[src/rtl/alu_cmd_sequencer.sv]
// alu_cmd_sequencer: one-at-a-time command/result sequencer for a combinational 16-bit ALU.
// Ports: clk, reset (async high); cmd_valid/cmd_ready/cmd_op/cmd_a/cmd_b command port;
//   alu_ain/alu_bin/alu_op drive the ALU, alu_out/alu_z are captured after one settle cycle;
//   res_valid/res_ready/res_data/res_z/res_err result port; err_sticky; op_count.
// Optional: define ALU_SEQ_SELFCHECK_EN to check ALU results against a local reference.
module alu_cmd_sequencer #(
    parameter int DATA_W  = 16,
    parameter int COUNT_W = 8
) (
    input  logic               clk,
    input  logic               reset,
    input  logic               cmd_valid,
    output logic               cmd_ready,
    input  logic [1:0]         cmd_op,
    input  logic [DATA_W-1:0]  cmd_a,
    input  logic [DATA_W-1:0]  cmd_b,
    output logic [DATA_W-1:0]  alu_ain,
    output logic [DATA_W-1:0]  alu_bin,
    output logic [1:0]         alu_op,
    input  logic [DATA_W-1:0]  alu_out,
    input  logic               alu_z,
    output logic               res_valid,
    input  logic               res_ready,
    output logic [DATA_W-1:0]  res_data,
    output logic               res_z,
    output logic               res_err,
    output logic               err_sticky,
    output logic [COUNT_W-1:0] op_count
);

    localparam logic [1:0] IDLE = 2'd0;
    localparam logic [1:0] EXEC = 2'd1;
    localparam logic [1:0] DONE = 2'd2;

    logic [1:0] state;

    // Handshake outputs decode from state only, so no input reaches an output.
    assign cmd_ready = (state == IDLE);
    assign res_valid = (state == DONE);

    always_ff @(posedge clk or posedge reset) begin
        if (reset) begin
            state    <= IDLE;
            alu_ain  <= '0;
            alu_bin  <= '0;
            alu_op   <= 2'b00;
            res_data <= '0;
            res_z    <= 1'b0;
            op_count <= '0;
        end else begin
            case (state)
                IDLE: begin
                    if (cmd_valid) begin
                        alu_ain <= cmd_a;
                        alu_bin <= cmd_b;
                        alu_op  <= cmd_op;
                        state   <= EXEC;
                    end
                end
                EXEC: begin
                    // ALU inputs have been stable for this whole cycle.
                    res_data <= alu_out;
                    res_z    <= alu_z;
                    state    <= DONE;
                end
                DONE: begin
                    if (res_ready) begin
                        op_count <= op_count + COUNT_W'(1);
                        state    <= IDLE;
                    end
                end
                default: state <= IDLE;
            endcase
        end
    end

`ifdef ALU_SEQ_SELFCHECK_EN
    logic [DATA_W-1:0] exp_data;
    logic              mismatch;

    always_comb begin
        exp_data = '0;
        case (alu_op)
            2'b00:   exp_data = alu_ain + alu_bin;
            2'b01:   exp_data = alu_ain - alu_bin;
            2'b10:   exp_data = alu_ain & alu_bin;
            default: exp_data = ~alu_bin;
        endcase
        mismatch = (alu_out != exp_data) || (alu_z != (exp_data == '0));
    end

    always_ff @(posedge clk or posedge reset) begin
        if (reset) begin
            res_err    <= 1'b0;
            err_sticky <= 1'b0;
        end else if (state == EXEC) begin
            res_err <= mismatch;
            if (mismatch) begin
                err_sticky <= 1'b1;
            end
        end
    end
`else
    assign res_err    = 1'b0;
    assign err_sticky = 1'b0;
`endif

endmodule
[config.mk]
export PLATFORM = sky130hd
export DESIGN_NAME = alu_cmd_sequencer
export DESIGN_NICKNAME = d
export VERILOG_FILES = /design/src/rtl/alu_cmd_sequencer.sv
export SDC_FILE = /design/constraint.sdc
export NUM_CORES = 1
export LEC_CHECK = 0
export BUFFER_PORTS_ARGS = -buffer_cell sky130_fd_sc_hd__buf_2
export CAP_MARGIN = 20
export CORE_MARGIN = 4
export CORE_UTILIZATION = 46
export CTS_CLUSTER_DIAMETER = 50
export DETAILED_ROUTE_END_ITERATION = 8
export PLACE_DENSITY = 0.84
export SLEW_MARGIN = 0
export SYNTH_ARGS = -nofsm -noshare
export SYNTH_HDL_FRONTEND = slang
export SYNTH_SLANG_ARGS = --single-unit
[constraint.sdc]
create_clock -name clk -period 2.4 [get_ports clk]
set_input_delay 0.72 -clock clk [delete_from_list [all_inputs] [get_ports clk]]
set_output_delay 0.72 -clock clk [all_outputs]
set_load 0.02 [all_outputs]
==> results.toml, run 1 <==
[run_status]
outcome = "complete, no violations"

[sta]
rsz0062_at_grt = "false"
setup_viol = 0
post-route-min-period_ns = 1.90
slew_violations = 0
hold_viol = 0
fin_crit_sh = 0.791
finalSetupTns_ns = 0
setup_slack_ns = 0.502
finClkSkew_ns = 0.00625
timing.hold.ws_ns = 0.457
fmax_mhz = 527

[routing]
first_pass_iters = 2
via_per_inst = 4.64
drc = 0
drtIter0Drc = 31
antenna_left = 0
wl_mm = 5.19
vias = 1607
post_drt_wl_per_cell_um = 15.0

[die]
die_area_mm2 = 0.00670
row_count = 26
die_h_um = 81.9
die-width_um = 81.9
io_pins = 118
start_util = 0.482
core_area_mm2 = 0.00520

[synth]
ys_seq_elements = 61
synthMuxAreaShare = 0.277
syn_avg_cell_area_um2 = 16.7
yosys_warnings = 0
synthAdderAreaFrac = 0.00499
synth_area_mm2 = 0.00251
synth_compound_area_frac = 0.00199
synth-simple-area-share = 0.0399
synth_top_family_by_area = "multiplexers"
ys_seq_area_frac = 0.608
synth_largest_area_cell = "dfrtp_1"
synth_top_area_share = 0.608
synth.area.top_cells = "dfrtp_1 (61%), mux2_4 (17%), mux2_2 (10%), buf_12 (2.4%), xor2_1 (2.1%)"
synthCells = 150
ys_types = 23
synthXorXnorAreaFrac = 0.0244

[clocking]
post-cts-setup-buffers = 0
cts_max_level = 3
clock-sinks = 61
cts_hold_buf = 0
clock_tree.root_cell = "clkbuf_8"
numCtsBuffers = 9
cts_tree = "done"
clk_path_buf_depth = 2
clkSlewWorstSetupHoldPaths_ns = 0.06
clk_latency_ns = 0.31
cts_resized = 0

[flow_run]
cap_violations = 0

[worst_setup_path]
cp.arrival_ns = 1.18
crit_fanout = 5
endpoint_kind = "output pin"
cp-start-kind = "register"
crit_type = "register to output pin"
required_ns = 1.68
ff2ff_path_depth = 4

[power_and_ir_drop]
finalPower_mw = 4.81
ir_drop_mv = 0.814
power.leakage_nw = 1.72
powerDensity_mw_per_mm2 = 1460

[worst_hold_path]
hold_class = "input port to asynchronous set/reset pin"

[global_routing]
antenna_found_initial = 0
grt_max_degree = 62
grt.total_usage = 0.164
grt_pass1_wl_mm = 8.11
grt_pass1_vias = 1707
grt.overflow.total = 0

[placed_design]
pre_cts_ws_ns = 0.491
port_buffers = 115
gp_congestion = 0.737
placed_area_mm2 = 0.00312
dpl.hpwl_mm = 3.93

[layout]
nets = 329
area_delta_synth_final_pct = 30.9
stdcell_area_mm2 = 0.00329
drive_above_1_share = 0.685
diodes = 0
critical path, stage by stage, from the launching register on:
cell and delay [ns]:
dfrtp_1 0.41, or2b_1 0.25, inv_1 0.05, buf_2 0.15
layer usage:
layer	routed length (µm)	vias to the layer above	GRT usage
li1	-	747	-
met3	286	6	0.0395
met2	2810	56	0.288
met4	65	0	0.0764
met5	0	-	0
met1	2030	798	0.188
logic make-up (layout without fill, tap and decap cells):
group,count (synthesis),count (layout)
AO/OA/AOI/OAI,1,1
XOR/XNOR,7,7
adder cells (fa/ha/maj),1,1
buffers and inverters,10,135
flip-flops,61,61
multiplexers,52,52
other,1,2
AND/OR/NAND/NOR,17,17
report_power, final:
group | switching, mW | leakage, nW | internal [mW]
Sequential | 0.297 | 0.725 | 1.52
Clock | 0.352 | 0.0881 | 0.416
Combinational | 1.18 | 0.903 | 1.04
Total | 1.83 | 1.72 | 2.98
metrics by stage:
step	util	cells
after floorplan	-	151
after global placement	0.600	332
after detailed placement	0.600	332
after CTS	0.631	346
after global routing	0.631	346
final	0.631	346
state kept, by name, summed over array words and instances (netlist names):
name,cells
res_data,16
alu_bin,16
res_z,1
alu_op,2
state,2
alu_ain,16
op_count,8
layout by cell type (no fill, tap or decap), types with 2 or more instances in the layout:
cell,netlist,routed
dfrtp_1,61,61
mux2_2,23,23
buf_4,3,3
mux2_4,29,29
nor2_1,2,2
nor3_1,2,2
conb_1,1,2
buf_2,1,115
nand2_1,6,6
clkinv_2,0,2
xor2_1,6,6
clkbuf_8,0,11
area by class of cell:
type | count | area [µm²]
well taps | 70 | 87.6
repair buffers | 119 | 618
flip-flops and latches | 61 | 1530
fillers | 435 | 1920
multi-input cells | 80 | 881
clock buffers | 12 | 155
inverters | 2 | 7.51
clock inverters | 2 | 10.0
worst paths after layout:
check	start	end	slack, ns
worst max register to register	state[1]	alu_bin[2]	0.73
min in group clk	op_count[7]	op_count[7]	0.47
worst max-delay path	state[1]	res_valid	0.50
worst min register to register	op_count[7]	op_count[7]	0.47
max in group asynchronous	reset	op_count[3]	1.68
worst min-delay path	reset	alu_bin[10]	0.46
synthesized netlist by cell type (all sizes together):
library cell  count
dfrtp            61
mux2             52
buf               8
nand2             6
xor2              6
nor2              3
inv               2
nor3              2
and2              1
and3b             1
conb              1
ha                1
nand2b            1
nand4b            1
nor4              1
o21ai             1
or2b              1
xnor2             1
No activity file was read; power rests on OpenSTA's default activity.
==> run 2, diff against run 1 <==
--- a/config.mk
+++ b/config.mk
@@ -8,10 +8,10 @@
 export BUFFER_PORTS_ARGS = -buffer_cell sky130_fd_sc_hd__buf_2
 export CAP_MARGIN = 20
 export CORE_MARGIN = 4
-export CORE_UTILIZATION = 46
+export CORE_UTILIZATION = 42
 export CTS_CLUSTER_DIAMETER = 50
 export DETAILED_ROUTE_END_ITERATION = 8
-export PLACE_DENSITY = 0.84
+export PLACE_DENSITY = 0.81
 export SLEW_MARGIN = 0
 export SYNTH_ARGS = -nofsm -noshare
 export SYNTH_HDL_FRONTEND = slang
==> constraint.sdc (replaced) <==
create_clock -name clk -period 1.6 [get_ports clk]
set_input_delay 0.48 -clock clk [delete_from_list [all_inputs] [get_ports clk]]
set_output_delay 0.48 -clock clk [all_outputs]
set_load 0.02 [all_outputs]
==> run 2 against run 1 <==
Effect of this change: the run now ends with negative setup slack left; total power grew 56%; largest cell class unchanged; non-clock buffer count grew 3; cell area up 3.1%; combinational power up 57%; critical path depth did not move; via count is 2.0% higher; worst hold slack worse by 0.24 ns; clock skew is 0.0032 ns lower; largest power group unchanged; clock power up 72%; core utilization decreased by 3.1 points; die area up 8.6%; first-iteration DRC count down 26%.
==> results.toml, run 2 (same netlist as run 1, synthesis figures left out) <==
[die]
die-width_um = 85.3
die_area_mm2 = 0.00728
row_count = 27
io_pins = 118
start_util = 0.445
die_h_um = 85.3
core_area_mm2 = 0.00564

[routing]
drc = 0
first_pass_iters = 4
wl_mm = 5.00
post_drt_wl_per_cell_um = 14.2
via_per_inst = 4.64
antenna_left = 0
drtIter0Drc = 23
vias = 1639

[worst_setup_path]
crit_type = "register to output pin"
cp-start-kind = "register"
rr_endpoint = "alu_ain[14]"
required_ns = 1.12
cp.arrival_ns = 1.13
slowest_delay_ns = 0.39
ff2ff_path_depth = 5
r2r_slack_ns = 0.13
crit_chain = "or2b_1, inv_1, buf_6"
crit_fanout = 2
endpoint_kind = "output pin"
r2r_start = "state[1]"
slowest_stage = "dfrtp_1"

[power_and_ir_drop]
power.leakage_nw = 1.75
powerDensity_mw_per_mm2 = 2210
seqPwrFrac = 0.360
combPwrFrac = 0.464
power_switching_mw = 2.77
power.internal_mw = 4.73
clkPwrFrac = 0.176
swShare = 0.369
ir_drop_mv = 1.03

[clocking]
cts_max_level = 3
cts_tree = "done"
numCtsBuffers = 9
clock_tree.root_cell = "clkbuf_8"
clk_latency_ns = 0.32
clk_path_buf_depth = 2
clkSlewWorstSetupHoldPaths_ns = 0.07
clock-sinks = 61

[sta]
setup_slack_ns = -0.0137
finClkSkew_ns = 0.00303
post-route-min-period_ns = 1.61
setup_viol = 1
rsz0062_at_grt = "true"
hold_viol = 0
finalSetupTns_ns = -0.0137
fin_crit_sh = 1.01
slew_violations = 0
fmax_mhz = 620

[placed_design]
gp_congestion = 0.742
port_buffers = 115
dpl.hpwl_mm = 3.65

[layout]
drive_above_1_share = 0.687
area_delta_synth_final_pct = 35.0
reg_top3 = "alu_ain: 16 flops, alu_bin: 16 flops, res_data: 16 flops"
fillers = 459
layout_common_cells = "buf_2 (113), dfrtp_1 (61), mux2_4 (29)"
diodes = 0
nets = 332
layout_commonest_cell = "buf_2"
utilization = 0.601

[run_status]
violations = "negative setup slack"
outcome = "finished with violations"

[global_routing]
use_met2 = 0.241
grt.overflow.total = 0
use_met1 = 0.171
grt.total_usage = 0.145
grt_pass1_wl_mm = 8.33
antenna_found_initial = 0
busiest_layer = "met2"
grt_max_degree = 62
grt_util_met3 = 0.0447
grt_pass1_vias = 1804

[worst_hold_path]
hold_class = "input port to asynchronous set/reset pin"

[flow_run]
cap_violations = 0
## run 2: how the worst max path moves through the flow
stage                    from     endpoint  slack (ns)  cells after the start
floorplan            state[1]   alu_ain[0]        0.08                      5
global placement     state[1]  alu_ain[11]        0.22                      4
detailed placement  cmd_valid  alu_ain[14]        0.21                      4
CTS                  state[1]    res_valid       -0.03                      3
global route         state[1]    res_valid       -0.08                      3
finish               state[0]    res_valid       -0.01                      3
## run 2: through the flow
| stage | total power [mW] | std cells | setup WS (ns) | instance area [µm²] | hold slack (ns) |
|---|---|---|---|---|---|
| 2_1_floorplan | 5.12 | 151 | 0.0819 | 2520 | 0.578 |
| 3_3_place_gp | 6.05 | 334 | 0.218 | 3150 | 0.452 |
| 3_5_place_dp | 6.14 | 334 | 0.210 | 3150 | 0.461 |
| 4_1_cts | 7.61 | 353 | -0.0273 | 3380 | 0.239 |
| 5_1_grt | 7.95 | 353 | -0.0811 | 3390 | 0.258 |
| 6_report | 7.50 | 353 | -0.0137 | 3390 | 0.221 |
## run 2: worst max-delay path, delay by kind of cell (launching register included)
family	cells	cell delay, ns
buf+inv	2	0.19
flops	1	0.39
simple gates	1	0.24
## run 2: routing by layer
metal / part of all wire / vias to the layer above
li1: - / 755
met1: 0.40 / 812
met2: 0.51 / 68
met3: 0.082 / 4
met4: 0.0068 / 0
met5: 0 / -
## run 2: final cells by class
type / instances / area [µm²] / share of cell area
Timing Repair Buffer: 122 / 682 / 0.201
Clock buffer: 12 / 145 / 0.0428
Clock inverter: 4 / 47.5 / 0.0140
Inverter: 2 / 11.3 / 0.00332
Tap cell: 72 / 90.1 / 0.0266
Multi-Input combinational cell: 80 / 886 / 0.261
Sequential cell: 61 / 1530 / 0.451
## run 2: power by group through the flow
stage / clock network, mW / logic [mW] / registers (mW)
after floorplan: 0 / 1.52 / 3.60
after global placement: 0 / 3.35 / 2.70
after detailed placement: 0 / 3.42 / 2.71
after CTS: 1.37 / 3.54 / 2.70
after global routing: 1.44 / 3.70 / 2.81
final: 1.32 / 3.48 / 2.70
## run 2: timing repair
action | in CTS | in global routing
hold buffers | 0 | 0
buffers inserted | 3 | 0
pin swaps | 0 | 1
resized for setup | 5 | 1
endpoints found under the setup margin | 1 | 2
